File: src/rtl/mdu_pkg.sv
// Shared definitions for the multiply/divide sequencer.
package mdu_pkg;

  // Default operand/result width.
  localparam int unsigned MDU_WIDTH = 32;

  // HiSel/LoSel mux encoding.
  localparam logic HI_SEL_DIV  = 1'b0;
  localparam logic HI_SEL_MULT = 1'b1;

  typedef enum logic [2:0] {
    StIdle,
    StMult,
    StDiv,
    StFix,
    StDone
  } mdu_state_e;

endpackage

File: src/rtl/mult_div_seq.sv
// Multicycle signed MULT (radix-2 Booth) / DIV (restoring) sequencer with a
// start/busy/done handshake toward the main control unit.
module mult_div_seq
  import mdu_pkg::*;
#(
  parameter int unsigned WIDTH = MDU_WIDTH
) (
  input  logic             clk,
  input  logic             reset,
  input  logic             start_mult,
  input  logic             start_div,
  input  logic [WIDTH-1:0] op_a,
  input  logic [WIDTH-1:0] op_b,
  output logic             busy,
  output logic             done,
  output logic             div_zero,
  output logic [WIDTH-1:0] hi_result,
  output logic [WIDTH-1:0] lo_result,
  output logic             hi_sel,
  output logic             lo_sel,
  output logic             hi_write,
  output logic             lo_write
);

  localparam int unsigned     CntW    = $clog2(WIDTH) + 1;
  localparam logic [CntW-1:0] LastCnt = CntW'(WIDTH - 1);

  // Two's-complement magnitude; MIN maps to 2^(WIDTH-1) read as unsigned.
  function automatic logic [WIDTH-1:0] mag(input logic [WIDTH-1:0] v);
    return v[WIDTH-1] ? -v : v;
  endfunction

  mdu_state_e       state_q, state_d;
  logic [CntW-1:0]  cnt_q, cnt_d;
  // acc: Booth upper half (one guard bit) or division partial remainder.
  logic [WIDTH:0]   acc_q, acc_d;
  // quo: Booth multiplier/lower half or division dividend/quotient.
  logic [WIDTH-1:0] quo_q, quo_d;
  logic             qm1_q, qm1_d;
  // opr: multiplicand or divisor magnitude.
  logic [WIDTH-1:0] opr_q, opr_d;
  logic             neg_quo_q, neg_quo_d;
  logic             neg_rem_q, neg_rem_d;
  logic [WIDTH-1:0] hi_q, hi_d;
  logic [WIDTH-1:0] lo_q, lo_d;
  logic             sel_q, sel_d;
  logic             done_q, done_d;
  logic             dz_q, dz_d;
  logic             wr_q, wr_d;

  logic [WIDTH:0]   booth_sum;
  logic [WIDTH:0]   div_shift;
  logic [WIDTH:0]   div_diff;

  // State and datapath registers; reset clears everything immediately.
  always_ff @(posedge clk or negedge reset) begin
    if (!reset) begin
      state_q   <= StIdle;
      cnt_q     <= '0;
      acc_q     <= '0;
      quo_q     <= '0;
      qm1_q     <= 1'b0;
      opr_q     <= '0;
      neg_quo_q <= 1'b0;
      neg_rem_q <= 1'b0;
      hi_q      <= '0;
      lo_q      <= '0;
      sel_q     <= HI_SEL_DIV;
      done_q    <= 1'b0;
      dz_q      <= 1'b0;
      wr_q      <= 1'b0;
    end else begin
      state_q   <= state_d;
      cnt_q     <= cnt_d;
      acc_q     <= acc_d;
      quo_q     <= quo_d;
      qm1_q     <= qm1_d;
      opr_q     <= opr_d;
      neg_quo_q <= neg_quo_d;
      neg_rem_q <= neg_rem_d;
      hi_q      <= hi_d;
      lo_q      <= lo_d;
      sel_q     <= sel_d;
      done_q    <= done_d;
      dz_q      <= dz_d;
      wr_q      <= wr_d;
    end
  end

  // Next-state, iteration datapath and registered output pulses.
  always_comb begin
    state_d   = state_q;
    cnt_d     = cnt_q;
    acc_d     = acc_q;
    quo_d     = quo_q;
    qm1_d     = qm1_q;
    opr_d     = opr_q;
    neg_quo_d = neg_quo_q;
    neg_rem_d = neg_rem_q;
    hi_d      = hi_q;
    lo_d      = lo_q;
    sel_d     = sel_q;
    done_d    = 1'b0;
    dz_d      = 1'b0;
    wr_d      = 1'b0;
    booth_sum = '0;
    div_shift = '0;
    div_diff  = '0;

    unique case (state_q)
      StIdle: begin
        if (start_mult) begin
          state_d = StMult;
          cnt_d   = '0;
          acc_d   = '0;
          quo_d   = op_b;
          qm1_d   = 1'b0;
          opr_d   = op_a;
        end else if (start_div) begin
          if (op_b == '0) begin
            // Divide by zero: flag it, leave Hi/Lo untouched.
            state_d = StDone;
            sel_d   = HI_SEL_DIV;
            done_d  = 1'b1;
            dz_d    = 1'b1;
          end else begin
            state_d   = StDiv;
            cnt_d     = '0;
            acc_d     = '0;
            quo_d     = mag(op_a);
            opr_d     = mag(op_b);
            neg_quo_d = op_a[WIDTH-1] ^ op_b[WIDTH-1];
            neg_rem_d = op_a[WIDTH-1];
          end
        end
      end

      StMult: begin
        case ({quo_q[0], qm1_q})
          2'b01:   booth_sum = acc_q + {opr_q[WIDTH-1], opr_q};
          2'b10:   booth_sum = acc_q - {opr_q[WIDTH-1], opr_q};
          default: booth_sum = acc_q;
        endcase
        // Arithmetic right shift of {acc, quo, q-1}.
        acc_d = {booth_sum[WIDTH], booth_sum[WIDTH:1]};
        quo_d = {booth_sum[0], quo_q[WIDTH-1:1]};
        qm1_d = quo_q[0];
        cnt_d = cnt_q + CntW'(1);
        if (cnt_q == LastCnt) begin
          state_d = StDone;
          hi_d    = acc_d[WIDTH-1:0];
          lo_d    = quo_d;
          sel_d   = HI_SEL_MULT;
          done_d  = 1'b1;
          wr_d    = 1'b1;
        end
      end

      StDiv: begin
        div_shift = {acc_q[WIDTH-1:0], quo_q[WIDTH-1]};
        div_diff  = div_shift - {1'b0, opr_q};
        if (!div_diff[WIDTH]) begin
          acc_d = div_diff;
          quo_d = {quo_q[WIDTH-2:0], 1'b1};
        end else begin
          acc_d = div_shift;
          quo_d = {quo_q[WIDTH-2:0], 1'b0};
        end
        cnt_d = cnt_q + CntW'(1);
        if (cnt_q == LastCnt) begin
          state_d = StFix;
        end
      end

      StFix: begin
        state_d = StDone;
        lo_d    = neg_quo_q ? -quo_q : quo_q;
        hi_d    = neg_rem_q ? -acc_q[WIDTH-1:0] : acc_q[WIDTH-1:0];
        sel_d   = HI_SEL_DIV;
        done_d  = 1'b1;
        wr_d    = 1'b1;
      end

      StDone: begin
        state_d = StIdle;
      end

      default: begin
        state_d = StIdle;
      end
    endcase
  end

  // Output decode from registered state.
  always_comb begin
    busy      = (state_q != StIdle);
    done      = done_q;
    div_zero  = dz_q;
    hi_result = hi_q;
    lo_result = lo_q;
    hi_sel    = sel_q;
    lo_sel    = sel_q;
    hi_write  = wr_q;
    lo_write  = wr_q;
  end

endmodule

File: config.mk
export PLATFORM = sky130hd
export DESIGN_NAME = mult_div_seq
export DESIGN_NICKNAME = d
export VERILOG_FILES = /design/src/rtl/mdu_pkg.sv /design/src/rtl/mult_div_seq.sv
export SDC_FILE = /design/constraint.sdc
export NUM_CORES = 1
export LEC_CHECK = 0
export CAP_MARGIN = 25
export CORE_MARGIN = 2
export CORE_UTILIZATION = 45
export CTS_BUF_LIST = sky130_fd_sc_hd__clkbuf_8
export DETAILED_ROUTE_END_ITERATION = 8
export GPL_TIMING_DRIVEN = 0
export PLACE_DENSITY = 0.73
export SLEW_MARGIN = 30
export SYNTH_ARGS = -nofsm -noshare
export SYNTH_HDL_FRONTEND = slang
export SYNTH_SLANG_ARGS = --single-unit
File: constraint.sdc
create_clock -name clk -period 9.85 [get_ports clk]
set_input_delay 2.4625 -clock clk [delete_from_list [all_inputs] [get_ports clk]]
set_output_delay 2.4625 -clock clk [all_outputs]
set_load 0.01 [all_outputs]
==> flow_summary.json <==
{
  "drt_iter0_markers": 2265,
  "critPathRequiredTime_ns": 10.24,
  "fillers": 3344,
  "grt-ovfl-total": 0,
  "area.sequential_um2": 4430,
  "clock.fmax_mhz": 165,
  "synthesis.area_um2": 15600,
  "holdCritStartpoint": "cnt_q[5]",
  "drt-pass1-iter-count": 9,
  "cp_top_family": "simple AND/OR/NAND/NOR gates",
  "cp_num_buf_inv": 4,
  "final_nets": 2315,
  "clkTransAtPathRegs_ns": 0.11,
  "wl_met3_um": 7600,
  "cp.depth": 13,
  "drive_above_1_share_pct": 4.30,
  "ant_nets": 0,
  "slew_headroom_pct": 30.5,
  "crit_fanout": 10,
  "post-route-drc-count": 0,
  "initial_core_util_pct": 45.5,
  "whs_ns": 0.505,
  "dr_wl_met2_um": 27900,
  "grt_pass1_vias": 16100,
  "period_share_pct": 61.4,
  "cap_violations": 0,
  "top_layer": "met4",
  "synth-main-ff-cell": "dfrtp_1",
  "period_minus_slack_ns": 6.05,
  "vias": 17100,
  "clock_latency_ns": 0.52,
  "cts.path.max_buffers": 2,
  "stdcell_count": 2641,
  "grt_pass1_wl_um": 99200,
  "grtUsageTotal_pct": 36.4,
  "worst_setup_path_start_kind": "input pin",
  "critPathCaptureType": "flop",
  "tightest_slew_ns": 1.03,
  "path_cells": "clkdlybuf4s50_1 -> inv_1 -> ha_1 -> or4b_2 -> nor4_1 -> nand4_1 -> a21oi_1 -> or2_2 -> buf_2 -> nand2_2 -> clkbuf_1 -> nor2_1 -> a21oi_1",
  "worst_path_max_delay_cell": "or4b_2",
  "layout_common_cells": "270 x nand2_1, 191 x o21ai_0, 185 x nor2_1",
  "cts_setup_buffers": 0,
  "cts_made_buffers": 17,
  "synth-edff-count": 0,
  "coreArea_um2": 34400,
  "clock_sinks": 177,
  "tritoncts": "done",
  "gp_congestion": 1.05,
  "hp-class": "flop to flop",
  "vias_per_cell": 6.47,
  "drt-met1-wl_um": 27700,
  "startpoint": "op_b[1]",
  "slowest_delay_ns": 0.65,
  "layout_commonest_cell": "nand2_1",
  "cp.arrival_ns": 6.45,
  "avgSynthCellArea_um2": 7.76,
  "multi_input_area_um2": 10400,
  "area_growth_pct": 15.4,
  "ys_seq_elements": 177,
  "die_x_um": 190,
  "routedWlPerCell_um": 25.1,
  "run_status": "finished, final reports clean",
  "rsz0062_at_grt": "no",
  "root_buffer": "clkbuf_8",
  "rows": 68,
  "syn_nets": 2157,
  "die_y_um": 190,
  "h-tree-depth": 4,
  "grt_max_degree": 77,
  "antenna_cells": 0,
  "yosys.cell_types.count": 76,
  "critPathMostFrequentCell": "a21oi_1",
  "hold_path_depth": 1,
  "holdBufCountCts": 0,
  "die_area_um2": 36300,
  "finalClockSkew_ns": 0.0253,
  "hold_viol_final": 0,
  "dp.cells": 2609,
  "worstRegToRegCells": 18,
  "setup_viol": 0,
  "seq_area_frac_synth_pct": 28.3,
  "drt_wl_total_um": 66200,
  "antenna_found_initial": 0,
  "drv_slew": 0,
  "cts-resized-gates": 0,
  "synthArstFlopShare_pct": 100,
  "synth_cells": 2015,
  "dp.final_hpwl_um": 52300,
  "critPathKind": "input pin to flop",
  "ios": 139,
  "yosys_warnings": 0,
  "rr_startpoint": "quo_q[31]",
  "io_buffers": 137
}
metrics by stage:
step           area (µm²)  setup TNS, ns  setup WS [ns]  utilization [%]
4_1_cts             18100              0           4.01             52.5
5_1_grt             18100              0           3.65             52.5
2_1_floorplan       15600              0           4.92                -
3_5_place_dp        17600              0           3.48             51.3
3_3_place_gp        17600        -197.13          -1.14             51.2
6_report            18100              0           3.80             52.5
layout make-up:
cell class	count	area share [%]
Buffer	148	3.28
Clock buffer	18	1.37
Clock inverter	14	0.901
Inverter	62	1.29
Multi-Input combinational cell	1628	57.5
Sequential cell	177	24.5
Tap cell	455	3.15
Timing Repair Buffer	139	7.93
routing by layer:
layer | vias to the layer above | GRT usage (%)
met5 | - | 0
met4 | 0 | 15.1
met3 | 188 | 8.45
met2 | 1085 | 54.3
met1 | 8211 | 50.5
li1 | 7612 | -
state kept, by name (all words and copies together) (netlist names), 3 cells and up:
signal and flops:
hi_result 32, lo_result 32, opr_q 32, state_q 3, acc_q 33, quo_q 32
cnt_q 6
logic make-up (layout without fill, tap and decap cells):
kind of cell | count (synthesis) | in the layout | synth area share (%)
adder cells (fa/ha/maj) | 74 | 74 | 6.02
AO/OA/AOI/OAI | 637 | 637 | 26.4
buffers and inverters | 210 | 381 | 5.26
flip-flops | 177 | 177 | 28.3
XOR/XNOR | 203 | 203 | 11.4
AND/OR/NAND/NOR | 662 | 662 | 19.3
multiplexers | 52 | 52 | 3.39
final timing paths:
path	slack, ns	endpoint
worst max-delay path	3.80	quo_q[28]
worst min-delay path	0.50	cnt_q[5]
max in group asynchronous	6.98	acc_q[5]
worst min register to register	0.50	cnt_q[5]
min in group asynchronous	1.79	lo_result[4]
worst max register to register	4.14	acc_q[9]
Yosys cell counts, drive strengths merged, types with 13 or more instances:
library cell | number | area share (%)
a211oi | 17 | 0.85
a21o | 23 | 1.1
a21oi | 117 | 3.7
a221oi | 21 | 1.2
a222oi | 20 | 1.3
a31oi | 72 | 2.9
and3 | 14 | 0.56
buf | 18 | 0.59
clkbuf | 130 | 3.2
dfrtp | 177 | 28
ha | 72 | 5.8
inv | 62 | 1.5
mux2i | 44 | 2.8
nand2 | 271 | 6.5
nand2b | 17 | 0.68
nand3 | 31 | 0.99
nand4 | 18 | 0.72
nor2 | 186 | 4.5
nor2b | 14 | 0.56
nor3 | 28 | 0.93
nor4 | 13 | 0.66
o211ai | 15 | 0.72
o21ai | 192 | 6.2
o31ai | 40 | 2.0
o41ai | 21 | 1.3
or2 | 13 | 0.52
or3 | 19 | 0.76
or4 | 19 | 0.96
xnor2 | 114 | 6.4
xor2 | 89 | 5.0
Power is left out: the tool's default activity adds up to more than one toggle a clock period on the data nets, which glitch-free logic cannot reach.
